===== src/rtl/color_report_tx.sv =====
// Colour classifier with stability filter and a UART reporter that sends "#<letter>\n" per accepted class.
// Optional even-parity bit per byte when COLOR_REPORT_PARITY_EN is defined.
module color_report_tx #(
    parameter int CLKS_PER_BIT = 434,
    parameter int STABLE_COUNT = 3
) (
    input  logic       clk_50,
    input  logic       rst_n,
    input  logic [9:0] red,
    input  logic [9:0] green,
    input  logic [9:0] blue,
    input  logic       sample_valid,
    output logic [1:0] class_out,
    output logic       class_valid,
    output logic       tx,
    output logic       busy
);

    localparam logic [1:0] CLS_RED   = 2'd0;
    localparam logic [1:0] CLS_GREEN = 2'd1;
    localparam logic [1:0] CLS_BLUE  = 2'd2;
    localparam logic [1:0] CLS_NONE  = 2'd3;

    localparam logic [3:0] STABLE = 4'(STABLE_COUNT);

    localparam int CW = $clog2(CLKS_PER_BIT + 1);
    localparam logic [CW-1:0] BIT_LAST  = CW'(CLKS_PER_BIT - 1);
    // NEXT occupies the final cycle of the stop bit, so STOP itself is one cycle short.
    localparam logic [CW-1:0] STOP_LAST = CW'(CLKS_PER_BIT - 2);

`ifdef COLOR_REPORT_PARITY_EN
    typedef enum logic [2:0] {IDLE, START, DATA, PARITY, STOP, NEXT} state_t;
`else
    typedef enum logic [2:0] {IDLE, START, DATA, STOP, NEXT} state_t;
`endif

    function automatic logic [7:0] letter_of(input logic [1:0] c);
        case (c)
            CLS_RED:   letter_of = 8'h4D;
            CLS_GREEN: letter_of = 8'h44;
            CLS_BLUE:  letter_of = 8'h57;
            default:   letter_of = 8'h00;
        endcase
    endfunction

    logic       discard;
    logic [1:0] cls_next;

    always_comb begin
        discard = (red <= 10'd80) || (green <= 10'd80) || (blue <= 10'd80);
        if (red > 10'd150 && red < 10'd250 && green > 10'd180 && green < 10'd270 &&
            blue > 10'd110 && blue < 10'd190)
            cls_next = CLS_GREEN;
        else if (red > 10'd280 && red < 10'd390 && green > 10'd70 && green < 10'd170 &&
                 blue > 10'd90 && blue < 10'd190)
            cls_next = CLS_RED;
        else if (red > 10'd70 && red < 10'd170 && green > 10'd80 && green < 10'd190 &&
                 blue > 10'd170 && blue < 10'd280)
            cls_next = CLS_BLUE;
        else
            cls_next = CLS_NONE;
    end

    logic [1:0] raw_class;
    logic [3:0] stab_cnt;

    always_ff @(posedge clk_50 or negedge rst_n) begin
        if (!rst_n) begin
            raw_class <= CLS_NONE;
            stab_cnt  <= 4'd0;
        end else if (sample_valid && !discard) begin
            raw_class <= cls_next;
            if (cls_next == raw_class) begin
                if (stab_cnt < STABLE)
                    stab_cnt <= stab_cnt + 4'd1;
            end else begin
                stab_cnt <= 4'd1;
            end
        end
    end

    always_ff @(posedge clk_50 or negedge rst_n) begin
        if (!rst_n) begin
            class_out   <= CLS_NONE;
            class_valid <= 1'b0;
        end else begin
            class_valid <= 1'b0;
            if (stab_cnt == STABLE && raw_class != class_out) begin
                class_out   <= raw_class;
                class_valid <= 1'b1;
            end
        end
    end

    logic frame_req;
    assign frame_req = class_valid && (class_out != CLS_NONE);

    state_t        state;
    logic [CW-1:0] clk_cnt;
    logic [2:0]    bit_idx;
    logic [1:0]    byte_idx;
    logic [7:0]    letter;
    logic [7:0]    pend_letter;
    logic          pend_vld;
    logic [7:0]    cur_byte;
    logic          bit_end;

    assign bit_end = (clk_cnt == BIT_LAST);

    always_comb begin
        case (byte_idx)
            2'd0:    cur_byte = 8'h23;
            2'd1:    cur_byte = letter;
            default: cur_byte = 8'h0A;
        endcase
    end

    // The letter is latched at frame start so later class events cannot alter a frame in flight.
    always_ff @(posedge clk_50 or negedge rst_n) begin
        if (!rst_n) begin
            state       <= IDLE;
            clk_cnt     <= '0;
            bit_idx     <= 3'd0;
            byte_idx    <= 2'd0;
            letter      <= 8'h00;
            pend_letter <= 8'h00;
            pend_vld    <= 1'b0;
            tx          <= 1'b1;
            busy        <= 1'b0;
        end else begin
            if (frame_req && state != IDLE) begin
                pend_letter <= letter_of(class_out);
                pend_vld    <= 1'b1;
            end
            case (state)
                IDLE: begin
                    if (frame_req) begin
                        letter   <= letter_of(class_out);
                        byte_idx <= 2'd0;
                        clk_cnt  <= '0;
                        tx       <= 1'b0;
                        busy     <= 1'b1;
                        state    <= START;
                    end
                end
                START: begin
                    if (bit_end) begin
                        clk_cnt <= '0;
                        bit_idx <= 3'd0;
                        tx      <= cur_byte[0];
                        state   <= DATA;
                    end else begin
                        clk_cnt <= clk_cnt + CW'(1);
                    end
                end
                DATA: begin
                    if (bit_end) begin
                        clk_cnt <= '0;
                        if (bit_idx == 3'd7) begin
`ifdef COLOR_REPORT_PARITY_EN
                            tx    <= ^cur_byte;
                            state <= PARITY;
`else
                            tx    <= 1'b1;
                            state <= STOP;
`endif
                        end else begin
                            bit_idx <= bit_idx + 3'd1;
                            tx      <= cur_byte[bit_idx + 3'd1];
                        end
                    end else begin
                        clk_cnt <= clk_cnt + CW'(1);
                    end
                end
`ifdef COLOR_REPORT_PARITY_EN
                PARITY: begin
                    if (bit_end) begin
                        clk_cnt <= '0;
                        tx      <= 1'b1;
                        state   <= STOP;
                    end else begin
                        clk_cnt <= clk_cnt + CW'(1);
                    end
                end
`endif
                STOP: begin
                    if (clk_cnt == STOP_LAST) begin
                        clk_cnt <= '0;
                        state   <= NEXT;
                    end else begin
                        clk_cnt <= clk_cnt + CW'(1);
                    end
                end
                NEXT: begin
                    if (byte_idx != 2'd2) begin
                        byte_idx <= byte_idx + 2'd1;
                        tx       <= 1'b0;
                        state    <= START;
                    end else if (frame_req) begin
                        // A class accepted in the very last cycle is newer than any pending one.
                        letter   <= letter_of(class_out);
                        pend_vld <= 1'b0;
                        byte_idx <= 2'd0;
                        tx       <= 1'b0;
                        state    <= START;
                    end else if (pend_vld) begin
                        letter   <= pend_letter;
                        pend_vld <= 1'b0;
                        byte_idx <= 2'd0;
                        tx       <= 1'b0;
                        state    <= START;
                    end else begin
                        busy  <= 1'b0;
                        state <= IDLE;
                    end
                end
                default: begin
                    tx    <= 1'b1;
                    busy  <= 1'b0;
                    state <= IDLE;
                end
            endcase
        end
    end

endmodule


===== config.mk =====
export PLATFORM = sky130hd
export DESIGN_NAME = color_report_tx
export DESIGN_NICKNAME = d
export VERILOG_FILES = /design/src/rtl/color_report_tx.sv
export SDC_FILE = /design/constraint.sdc
export NUM_CORES = 1
export LEC_CHECK = 0
export ABC_AREA = 1
export BUFFER_PORTS_ARGS = -buffer_cell sky130_fd_sc_hd__clkbuf_2
export CELL_PAD_IN_SITES_DETAIL_PLACEMENT = 1
export CELL_PAD_IN_SITES_GLOBAL_PLACEMENT = 1
export CORE_MARGIN = 3
export CORE_UTILIZATION = 40
export DETAILED_ROUTE_END_ITERATION = 7
export PLACE_DENSITY_LB_ADDON = 0.3
export SLEW_MARGIN = 25
export SYNTH_ARGS = -nofsm -noshare
export SYNTH_HDL_FRONTEND = slang
export SYNTH_SLANG_ARGS = --single-unit

===== constraint.sdc =====
create_clock -name clk_50 -period 2.35 [get_ports clk_50]
set_input_delay 0.47 -clock clk_50 [delete_from_list [all_inputs] [get_ports clk_50]]
set_output_delay 0.47 -clock clk_50 [all_outputs]
set_load 0.01 [all_outputs]

==> results of run 1 <==
## area by class of cell
type	count	area (um2)	area share, %
Clock buffer	5	68.82	2.120
Clock inverter	3	17.52	0.5397
Inverter	69	259.0	7.980
Multi-Input combinational cell	321	1638	50.46
Sequential cell	37	932.1	28.72
Tap cell	96	120.1	3.701
Timing Repair Buffer	40	210.2	6.477
## worst reg2reg max path: cells and delay by family (launching register included)
family	cells	cell delay, ps
flip-flops	1	630
AND/OR/NAND/NOR	4	630
AO/OA/AOI/OAI	3	520
buffers and inverters	1	60
## report_power, final
group / switching (mW) / internal (mW)
Sequential: 0.166 / 0.852
Clock: 0.239 / 0.205
Combinational: 0.882 / 0.450
## logic make-up after synthesis
| kind of cell | count (synthesis) |
|---|---|
| multiplexers | 1 |
| adder cells (fa/ha/maj) | 6 |
| AND/OR/NAND/NOR | 246 |
| buffers and inverters | 70 |
| flip-flops | 37 |
| XOR/XNOR | 5 |
| AO/OA/AOI/OAI | 63 |
## what timing repair did
| item | CTS | global route |
|---|---|---|
| hold endpoints to repair | 0 | 1 |
| setup buffers | 0 | 0 |
| hold buffers | 0 | 1 |
## cell usage after synthesis (2+ instances only)
cell	n	area share, %
o31ai_1	3	0.79
nand3b_1	4	1.1
nand3_1	29	5.1
nand2_1	114	15
o211ai_1	2	0.53
nand4_1	5	1.1
nor3_1	11	1.9
xnor2_1	3	0.93
o21ai_0	27	4.8
dfstp_2	5	4.6
nand3_2	3	1.1
o21ai_1	2	0.35
ha_1	6	2.6
o22ai_1	3	0.66
nor2_4	3	1.2
a21boi_2	2	0.79
nor2_2	12	2.6
xor2_1	2	0.62
a21oi_1	10	1.8
inv_2	13	1.7
nor2_1	59	7.8
dfrtp_1	32	28
inv_1	55	7.3
a31oi_1	2	0.44
nand2_2	5	1.1
## routing by layer
layer	part of all wire (%)	up-vias	wire length, um	GRT usage (%)
li1	-	1474	-	-
met1	47	1373	3552	24.62
met2	50	36	3754	33.67
met3	2.3	7	177	2.678
met4	0.94	0	71	5.230
met5	0	-	0	0
## sequential cells by signal, summed over array words and instances, names as in the netlist
| register | flops |
|---|---|
| bit_idx | 3 |
| class_valid | 1 |
| letter | 4 |
| busy | 1 |
| pend_letter | 4 |
| pend_vld | 1 |
| tx | 1 |
| clk_cnt | 9 |
| stab_cnt | 4 |
| raw_class | 2 |
| byte_idx | 2 |
| class_out | 2 |
| state | 3 |
## path summary, 6_finish.rpt
kind                                      from        endpoint  cells after the start
min in group asynchronous                rst_n  pend_letter[4]                      2
worst max-delay path              class_out[0]       letter[0]                      8
worst max register to register    class_out[0]       letter[0]                      8
max in group asynchronous                rst_n              tx                      3
worst min-delay path            pend_letter[2]  pend_letter[2]                      2
worst min register to register  pend_letter[2]  pend_letter[2]                      2
==> impl_metrics.py, run 1 <==
metrics = {
    "setup_path": {
        "endpoint_kind": "flop",
        "critPathBufInv": 1,
        "critPathSlowestCell": "dfstp_2",
        "crit_fanout": 8,
        "crit_chain": "nand2_1 > nand2_1 > inv_2 > nor2_2 > nor2_1 > a21boi_2 > o21ai_0 > o21a_1",
        "cp_top_family": "flip-flops",
        "start_kind": "flop",
        "criticalPathCategory": "flop to flop",
        "max_stage_delay_ps": 630,
        "cp_common_cell": "nand2_1",
        "rrSetupSlack_ps": 470,
        "critPathRequiredTime_ps": 2590,
        "arrival_ps": 2120,
    },
    "clock_tree": {
        "cts_buffers": 5,
        "h-tree-depth": 2,
        "clockRootBuffer": "clkbuf_8",
        "ctsResizeCount": 0,
        "cts.sinks": 37,
        "clockBufferDepth": 2,
        "clkLatencyLatePin_ps": 300,
        "cts_tree": "yes",
        "clk_pin_slew_ps": 80,
    },
    "synth": {
        "synth_cell_types": 41,
        "synth_fa_ha_area_share_pct": 2.649,
        "synth-simple-area-share_pct": 38.50,
        "ys_ff_latch": 37,
        "synthArstFlopShare_pct": 100.0,
        "synth_compound_area_share_pct": 14.70,
        "synth_top_family_by_area": "simple AND/OR/NAND/NOR gates",
        "synth_area_um2": 2834,
        "synth_edf_count": 0,
        "synth_flop_cell": "dfrtp_1",
        "synth.net_count": 467,
        "synth_xor_area_share_pct": 1.545,
        "syn_avg_cell_area_um2": 6.621,
        "synth.area.mux_share_pct": 0.3974,
        "ys_seq_area_share_pct": 32.89,
        "syn_inst": 428,
        "ys_warn_count": 0,
    },
    "power_and_ir_drop": {
        "powerDensity_nw_per_um2": 860.9,
        "total_power_mw": 2.794,
        "power.leakage_nw": 1.603,
        "ir_worst_vdd_uv": 258.2,
    },
    "sta": {
        "period_minus_slack_ps": 1883,
        "max_slew_margin_pct": 65.60,
        "timing.final.crit_share_pct": 80.12,
        "fin_hold_ws_ps": 477.5,
        "worst_slack_ps": 467.2,
        "rsz0062_at_grt": "false",
        "worstMarginPinSlew_ps": 510.6,
        "setup_viol": 0,
        "slew_violations": 0,
        "fmax_mhz": 531.1,
        "finalSetupTns_ps": 0,
        "finClkSkew_ps": 7.737,
        "final_hold_viol_count": 0,
    },
    "cells_and_area": {
        "layout_commonest_cell": "nand2_1",
        "syn2layout_area_growth_pct": 14.53,
        "final_cell_mix": "114 x nand2_1, 59 x nor2_1, 55 x inv_1",
        "layout.nets": 513,
        "final_area_um2": 3246,
        "layout.cells.non_filler": 571,
        "utilization_pct": 47.51,
        "antennaDiodeCount": 0,
        "layout-drive-gt1-share_pct": 20.21,
        "fill_cells": 959,
    },
    "place": {
        "placed_cells": 562,
        "routabilityCongestion": 0.8285,
        "dpl.hpwl_um": 6154,
        "place_area_um2": 3149,
        "pre_cts_ws_ps": 326.7,
        "port_buffers": 37,
    },
    "detailed_routing": {
        "drt_iter0_drc": 98,
        "wl_per_cell_um": 13.23,
        "drc": 0,
        "routed_wl_um": 7556,
        "num_vias": 2890,
        "vias_per_cell": 5.061,
        "ant_nets": 0,
        "drt-pass1-iter-count": 4,
    },
    "grt": {
        "grt_max_degree": 17,
        "antenna_found_initial": 0,
        "grt_pass1_vias": 3022,
        "grt_usage_pct": 19.17,
        "grt_pass1_wl_um": 13080,
        "grt_overflow": 0,
    },
    "floorplanning": {
        "start_util_pct": 41.48,
        "rows": 30,
        "fp.dieH_um": 90.17,
        "io-pin-count": 38,
        "coreArea_um2": 6832,
        "floorplan.die_area_um2": 8131,
        "die_w_um": 90.17,
    },
    "status": {
        "status": "finished, final reports clean",
    },
    "flow_run": {
        "maxCapViolCount": 0,
    },
    "hold_path": {
        "hold_class": "flop to flop",
    },
}
Note: power is estimated with default switching activity, not from simulation.
==> inputs of run 2 (changes only) <==
==> constraint.sdc (replaced) <==
create_clock -name clk_50 -period 1.8 [get_ports clk_50]
set_input_delay 0.36 -clock clk_50 [delete_from_list [all_inputs] [get_ports clk_50]]
set_output_delay 0.36 -clock clk_50 [all_outputs]
set_load 0.01 [all_outputs]
==> impl_metrics.py, run 2 (synthesis gave the netlist of run 1 again) <==
metrics = {
    "status": {
        "status": "finished, violations left",
        "failed_checks": "setup timing",
    },
    "grt": {
        "grt_overflow": 0,
        "grt_usage_pct": 20.85,
        "antenna_found_initial": 0,
        "grt_pass1_wl_um": 14390,
        "grt_pass1_vias": 3228,
        "grt_max_degree": 22,
    },
    "sta": {
        "timing.final.crit_share_pct": 100.2,
        "fin_hold_ws_ps": 16.72,
        "final_hold_viol_count": 0,
        "slew_violations": 0,
        "period_minus_slack_ps": 1803,
        "max_slew_margin_pct": 66.58,
        "finClkSkew_ps": 12.05,
        "setup_viol": 1,
        "fmax_mhz": 554.6,
        "worst_slack_ps": -3.055,
        "worstMarginPinSlew_ps": 501.3,
    },
    "clock_tree": {
        "clockBufferDepth": 2,
        "clkLatencyLatePin_ps": 300,
        "cts_buffers": 5,
        "clockRootBuffer": "clkbuf_8",
        "cts_hold_buf": 0,
        "cts.sinks": 37,
        "h-tree-depth": 2,
        "cts_tree": "yes",
        "clk_pin_slew_ps": 80,
    },
    "detailed_routing": {
        "drc": 0,
        "wl_per_cell_um": 14.81,
        "ant_nets": 0,
        "drt-pass1-iter-count": 4,
        "num_vias": 3017,
        "drt_iter0_drc": 83,
        "routed_wl_um": 8739,
        "vias_per_cell": 5.114,
    },
    "setup_path": {
        "r2r-start": "clk_cnt[5]",
        "crit_chain": "nand2_2 > nor3_4 > nand4_1 > nand2_1 > nand2_2 > a211oi_4 > mux2_4",
        "regToRegEndpoint": "state[0]",
        "critPathSlowestCell": "dfrtp_1",
        "worstRegToRegCells": 7,
        "start_kind": "flop",
        "endpoint_kind": "flop",
        "rrSetupSlack_ps": -3,
        "cp_common_cell": "nand2_2",
        "max_stage_delay_ps": 380,
        "critPathRequiredTime_ps": 1990,
        "criticalPathCategory": "flop to flop",
        "arrival_ps": 1990,
        "crit_fanout": 4,
    },
    "flow_run": {
        "maxCapViolCount": 0,
    },
    "place": {
        "dpl.hpwl_um": 6674,
        "routabilityCongestion": 0.8640,
        "place_area_um2": 3274,
        "port_buffers": 37,
    },
    "floorplanning": {
        "start_util_pct": 41.48,
        "die_w_um": 90.17,
        "floorplan.die_area_um2": 8131,
        "coreArea_um2": 6832,
        "rows": 30,
        "io-pin-count": 38,
        "fp.dieH_um": 90.17,
    },
    "cells_and_area": {
        "layout-drive-gt1-share_pct": 26.11,
        "antennaDiodeCount": 0,
        "regMostFlops": "clk_cnt",
        "layout.nets": 532,
        "largest_reg_flops": 9,
        "final_area_um2": 3502,
        "layout_commonest_cell": "nand2_1",
        "final_cell_mix": "113 x nand2_1, 54 x inv_1, 53 x nor2_1",
        "utilization_pct": 51.26,
        "syn2layout_area_growth_pct": 23.58,
        "fill_cells": 967,
    },
    "power_and_ir_drop": {
        "power.leakage_nw": 1.731,
        "powerDensity_nw_per_um2": 1240,
        "ir_worst_vdd_uv": 417.1,
    },
    "hold_path": {
        "hold_class": "input pin to asynchronous set/reset pin",
    },
}
run 2: changes by cell type in the layout (fill, tap and decap cells not counted), moves of 2 or more:
cell,change
buf_4,+18
clkinv_2,-2
dfrtp_1,-2
dfrtp_2,+2
nor2_1,-6
nor2_2,+4
nor2_4,+2
run 2: routing by layer:
layer / wire length (um) / track usage (%)
met1: 3985 / 26.45
met3: 214 / 3.180
met4: 104 / 4.592
met2: 4434 / 37.27
met5: 0 / 0
run 2: stage by stage:
step / power, mW / setup TNS [ps] / cells / worst slack [ps]
final: 4.344 / -3.055 / 590 / -3.055
after CTS: 4.071 / 0 / 585 / 43.44
after floorplan: 2.557 / 0 / 428 / 115.8
after global placement: 3.152 / -95.10 / 577 / -28.91
after global routing: 4.685 / -365.1 / 590 / -107.5
after detailed placement: 3.260 / -225.8 / 577 / -61.89
run 2: report_power, final:
| group | internal (mW) | switching, mW | leakage, nW |
|---|---|---|---|
| combinational | 0.876 | 1.40 | 1.21 |
| sequential | 1.11 | 0.184 | 0.462 |
| clock | 0.452 | 0.316 | 0.0585 |
| total | 2.44 | 1.90 | 1.73 |
run 2: how the worst max path moves through the flow:
stage                 startpoint           to  depth (start not counted)
floorplan           class_out[0]    letter[4]                          9
finish                clk_cnt[5]     state[0]                          7
CTS                   clk_cnt[4]     state[0]                          7
global route          clk_cnt[4]     state[0]                          7
global placement         blue[5]  stab_cnt[1]                         14
detailed placement       blue[8]  stab_cnt[1]                         15
run 2: area by class of cell:
cell class              count  area, um2  area share, %
multi-input cells         321       1705          48.70
flip-flops and latches     37      934.6          26.69
repair buffers             59      366.6          10.47
inverters                  69      259.0          7.395
well taps                  96      120.1          3.430
clock buffers               7      86.33          2.465
clock inverters             1      30.03         0.8574
run 2: what timing repair did:
action | in CTS | in global routing
cloned | 0 | 0
hold endpoints to repair | 0 | 0
endpoints found under the setup margin | 1 | 11
buffers inserted | 0 | 5
pin swaps | 0 | 5
gates resized for setup | 2 | 19
run 2: critical path: cells and delay by family, from the launching register on:
kind,cells,cell delay [ps]
DFF,1,380
AOI/OAI and AO/OA,1,310
muxes,1,330
and+or+nand+nor,5,690
==> inputs of run 3 (changes only) <==
--- a/config.mk
+++ b/config.mk
@@ -5,7 +5,6 @@
 export SDC_FILE = /design/constraint.sdc
 export NUM_CORES = 1
 export LEC_CHECK = 0
-export ABC_AREA = 1
 export BUFFER_PORTS_ARGS = -buffer_cell sky130_fd_sc_hd__clkbuf_2
 export CELL_PAD_IN_SITES_DETAIL_PLACEMENT = 1
 export CELL_PAD_IN_SITES_GLOBAL_PLACEMENT = 1
==> impl_metrics.py, run 3 <==
metrics = {
    "status": {
        "status": "finished, violations left",
        "failed_checks": "setup timing",
    },
    "clock_tree": {
        "cts_hold_buf": 0,
        "clockBufferDepth": 2,
        "cts_tree": "yes",
        "clk_pin_slew_ps": 90,
        "cts.sinks": 37,
        "clockRootBuffer": "clkbuf_8",
        "clkLatencyLatePin_ps": 310,
        "h-tree-depth": 2,
        "cts_buffers": 5,
    },
    "power_and_ir_drop": {
        "ir_worst_vdd_uv": 483.4,
        "powerDensity_nw_per_um2": 895.0,
        "power_frac_seq_pct": 38.1,
        "total_power_mw": 3.391,
        "power.leakage_nw": 1.653,
        "p_sw_mw": 1.357,
        "pwr-share-clk_pct": 18.4,
        "p_int_mw": 2.034,
        "p_sw_share_pct": 40.01,
        "combPwrFrac_pct": 43.5,
    },
    "synth": {
        "synth_edf_count": 0,
        "synth_flop_cell": "dfrtp_1",
        "synthArstFlopShare_pct": 100.0,
        "synth.net_count": 350,
        "synth_cell_types": 60,
        "synth_top_area_cell": "dfrtp_1",
        "syn_avg_cell_area_um2": 8.344,
        "synth_area_leaders": "dfrtp_1 31%, dfstp_2 5.1%, o21ai_0 4.6%",
        "synth_top_area_share_pct": 30.86,
        "ys_warn_count": 0,
        "ys_ff_latch": 37,
        "synth_common_cells": "32 x dfrtp_1, 32 x nand2_1, 24 x nor2_1, 24 x o21ai_0, 18 x a21oi_1",
        "synth_area_um2": 2595,
        "ys_seq_area_share_pct": 35.92,
        "syn_inst": 311,
    },
    "floorplanning": {
        "die_w_um": 86.55,
        "floorplan.die_area_um2": 7490,
        "fp.dieH_um": 86.55,
        "io-pin-count": 38,
        "start_util_pct": 42.57,
        "coreArea_um2": 6096,
        "rows": 28,
    },
    "place": {
        "pre_cts_ws_ps": -848.1,
        "dpl.hpwl_um": 6761,
        "place_area_um2": 3395,
        "placed_cells": 486,
        "port_buffers": 37,
        "routabilityCongestion": 0.8392,
    },
    "sta": {
        "worstMarginPinSlew_ps": 589.0,
        "fmax_mhz": 457.2,
        "worst_slack_ps": -387.4,
        "finClkSkew_ps": 13.72,
        "max_slew_margin_pct": 60.65,
        "final_hold_viol_count": 0,
        "fin_hold_ws_ps": 100.0,
        "finalSetupTns_ps": -2087,
        "timing.final.crit_share_pct": 121.5,
        "period_minus_slack_ps": 2187,
        "rsz0062_at_grt": "true",
        "setup_viol": 9,
        "slew_violations": 0,
    },
    "detailed_routing": {
        "drc": 0,
        "top_layer": "met4",
        "routed_wl_um": 11860,
        "vias_per_cell": 6.492,
        "drt_iter0_drc": 243,
        "drt-pass1-iter-count": 7,
        "wl_met3_um": 646,
        "ant_nets": 0,
        "met1Wirelength_um": 4426,
        "wl_per_cell_um": 23.53,
        "num_vias": 3272,
        "wl_met2_um": 6136,
    },
    "setup_path": {
        "criticalPathCategory": "input pin to flop",
        "endpoint_kind": "flop",
        "start_kind": "input pin",
        "arrival_ps": 2370,
        "critPathRequiredTime_ps": 1990,
        "crit_fanout": 4,
    },
    "cells_and_area": {
        "utilization_pct": 62.15,
        "layout-drive-gt1-share_pct": 39.86,
        "syn2layout_area_growth_pct": 46.00,
        "final_cell_mix": "77 x buf_4, 36 x clkbuf_2, 32 x dfrtp_1",
        "layout.nets": 468,
        "final_area_um2": 3789,
        "layout.cells.non_filler": 504,
        "regMostFlops": "clk_cnt",
        "antennaDiodeCount": 0,
        "largest_reg_flops": 9,
        "layout_commonest_cell": "buf_4",
    },
    "flow_run": {
        "maxCapViolCount": 0,
    },
    "grt": {
        "antenna_found_initial": 0,
        "grt_usage_pct": 27.80,
        "grt_max_degree": 38,
        "grt_pass1_vias": 3268,
        "grt_overflow": 0,
        "grt_pass1_wl_um": 16430,
    },
    "hold_path": {
        "hold_class": "input pin to asynchronous set/reset pin",
    },
}
==> run 3: power groups by stage <==
| stage | clock, mW | combinational [mW] | sequential [mW] |
|---|---|---|---|
| 5_1_grt | 0.652 | 1.57 | 1.31 |
| 4_1_cts | 0.609 | 1.19 | 1.25 |
| 2_1_floorplan | 0 | 0.587 | 1.22 |
| 3_5_place_dp | 0 | 1.11 | 1.26 |
| 3_3_place_gp | 0 | 1.01 | 1.23 |
| 6_report | 0.623 | 1.47 | 1.29 |
==> run 3: final timing paths <==
kind / end / cells after the start / start / slack (ps)
max: stab_cnt[3] / 7 / green[6] / -390
min: pend_vld / 2 / rst_n / 100
max reg2reg: stab_cnt[0] / 6 / stab_cnt[0] / -100
min reg2reg: pend_letter[3] / 2 / pend_letter[3] / 490
max in group asynchronous: raw_class[0] / 2 / rst_n / 1340
min in group clk_50: pend_letter[3] / 2 / pend_letter[3] / 490
==> run 3: final cells by class <==
| type | count | area, um2 |
|---|---|---|
| Fill cell | 743 | 2307 |
| Clock buffer | 7 | 86.33 |
| Inverter | 15 | 56.30 |
| Timing Repair Buffer | 118 | 823.3 |
| Multi-Input combinational cell | 252 | 1797 |
| Sequential cell | 37 | 932.1 |
| Tap cell | 75 | 93.84 |
==> run 3: what timing repair did <==
action                                  in CTS  in global routing
buffers inserted                             4                  6
cloned                                       0                  1
endpoints found under the setup margin      15                 20
hold endpoints to repair                     0                  0
pin swaps                                    6                 12
gates resized for setup                     17                 32
==> run 3: layer usage <==
layer / vias up / track usage [%]
li1: 1435 / -
met1: 1601 / 32.45
met2: 172 / 50.56
met3: 64 / 4.373
met4: 0 / 10.91
met5: - / 0
==> run 3: cells by family after synthesis <==
family | count (synthesis) | synth area share (%)
xor gates and xnor gates | 3 | 1.013
and+or+nand+nor | 132 | 26.62
muxes | 10 | 4.146
DFF | 37 | 35.92
AOI/OAI and AO/OA | 100 | 26.09
buffers and inverters | 23 | 3.327
adders and majority gates | 6 | 2.893
==> run 3: worst max-delay path, stage by stage <==
cell and delay, ps:
buf_6 90, or4_4 510, o21ai_1 120, a21bo_1 240, or4_4 510, a311o_1 390, o211a_1 150
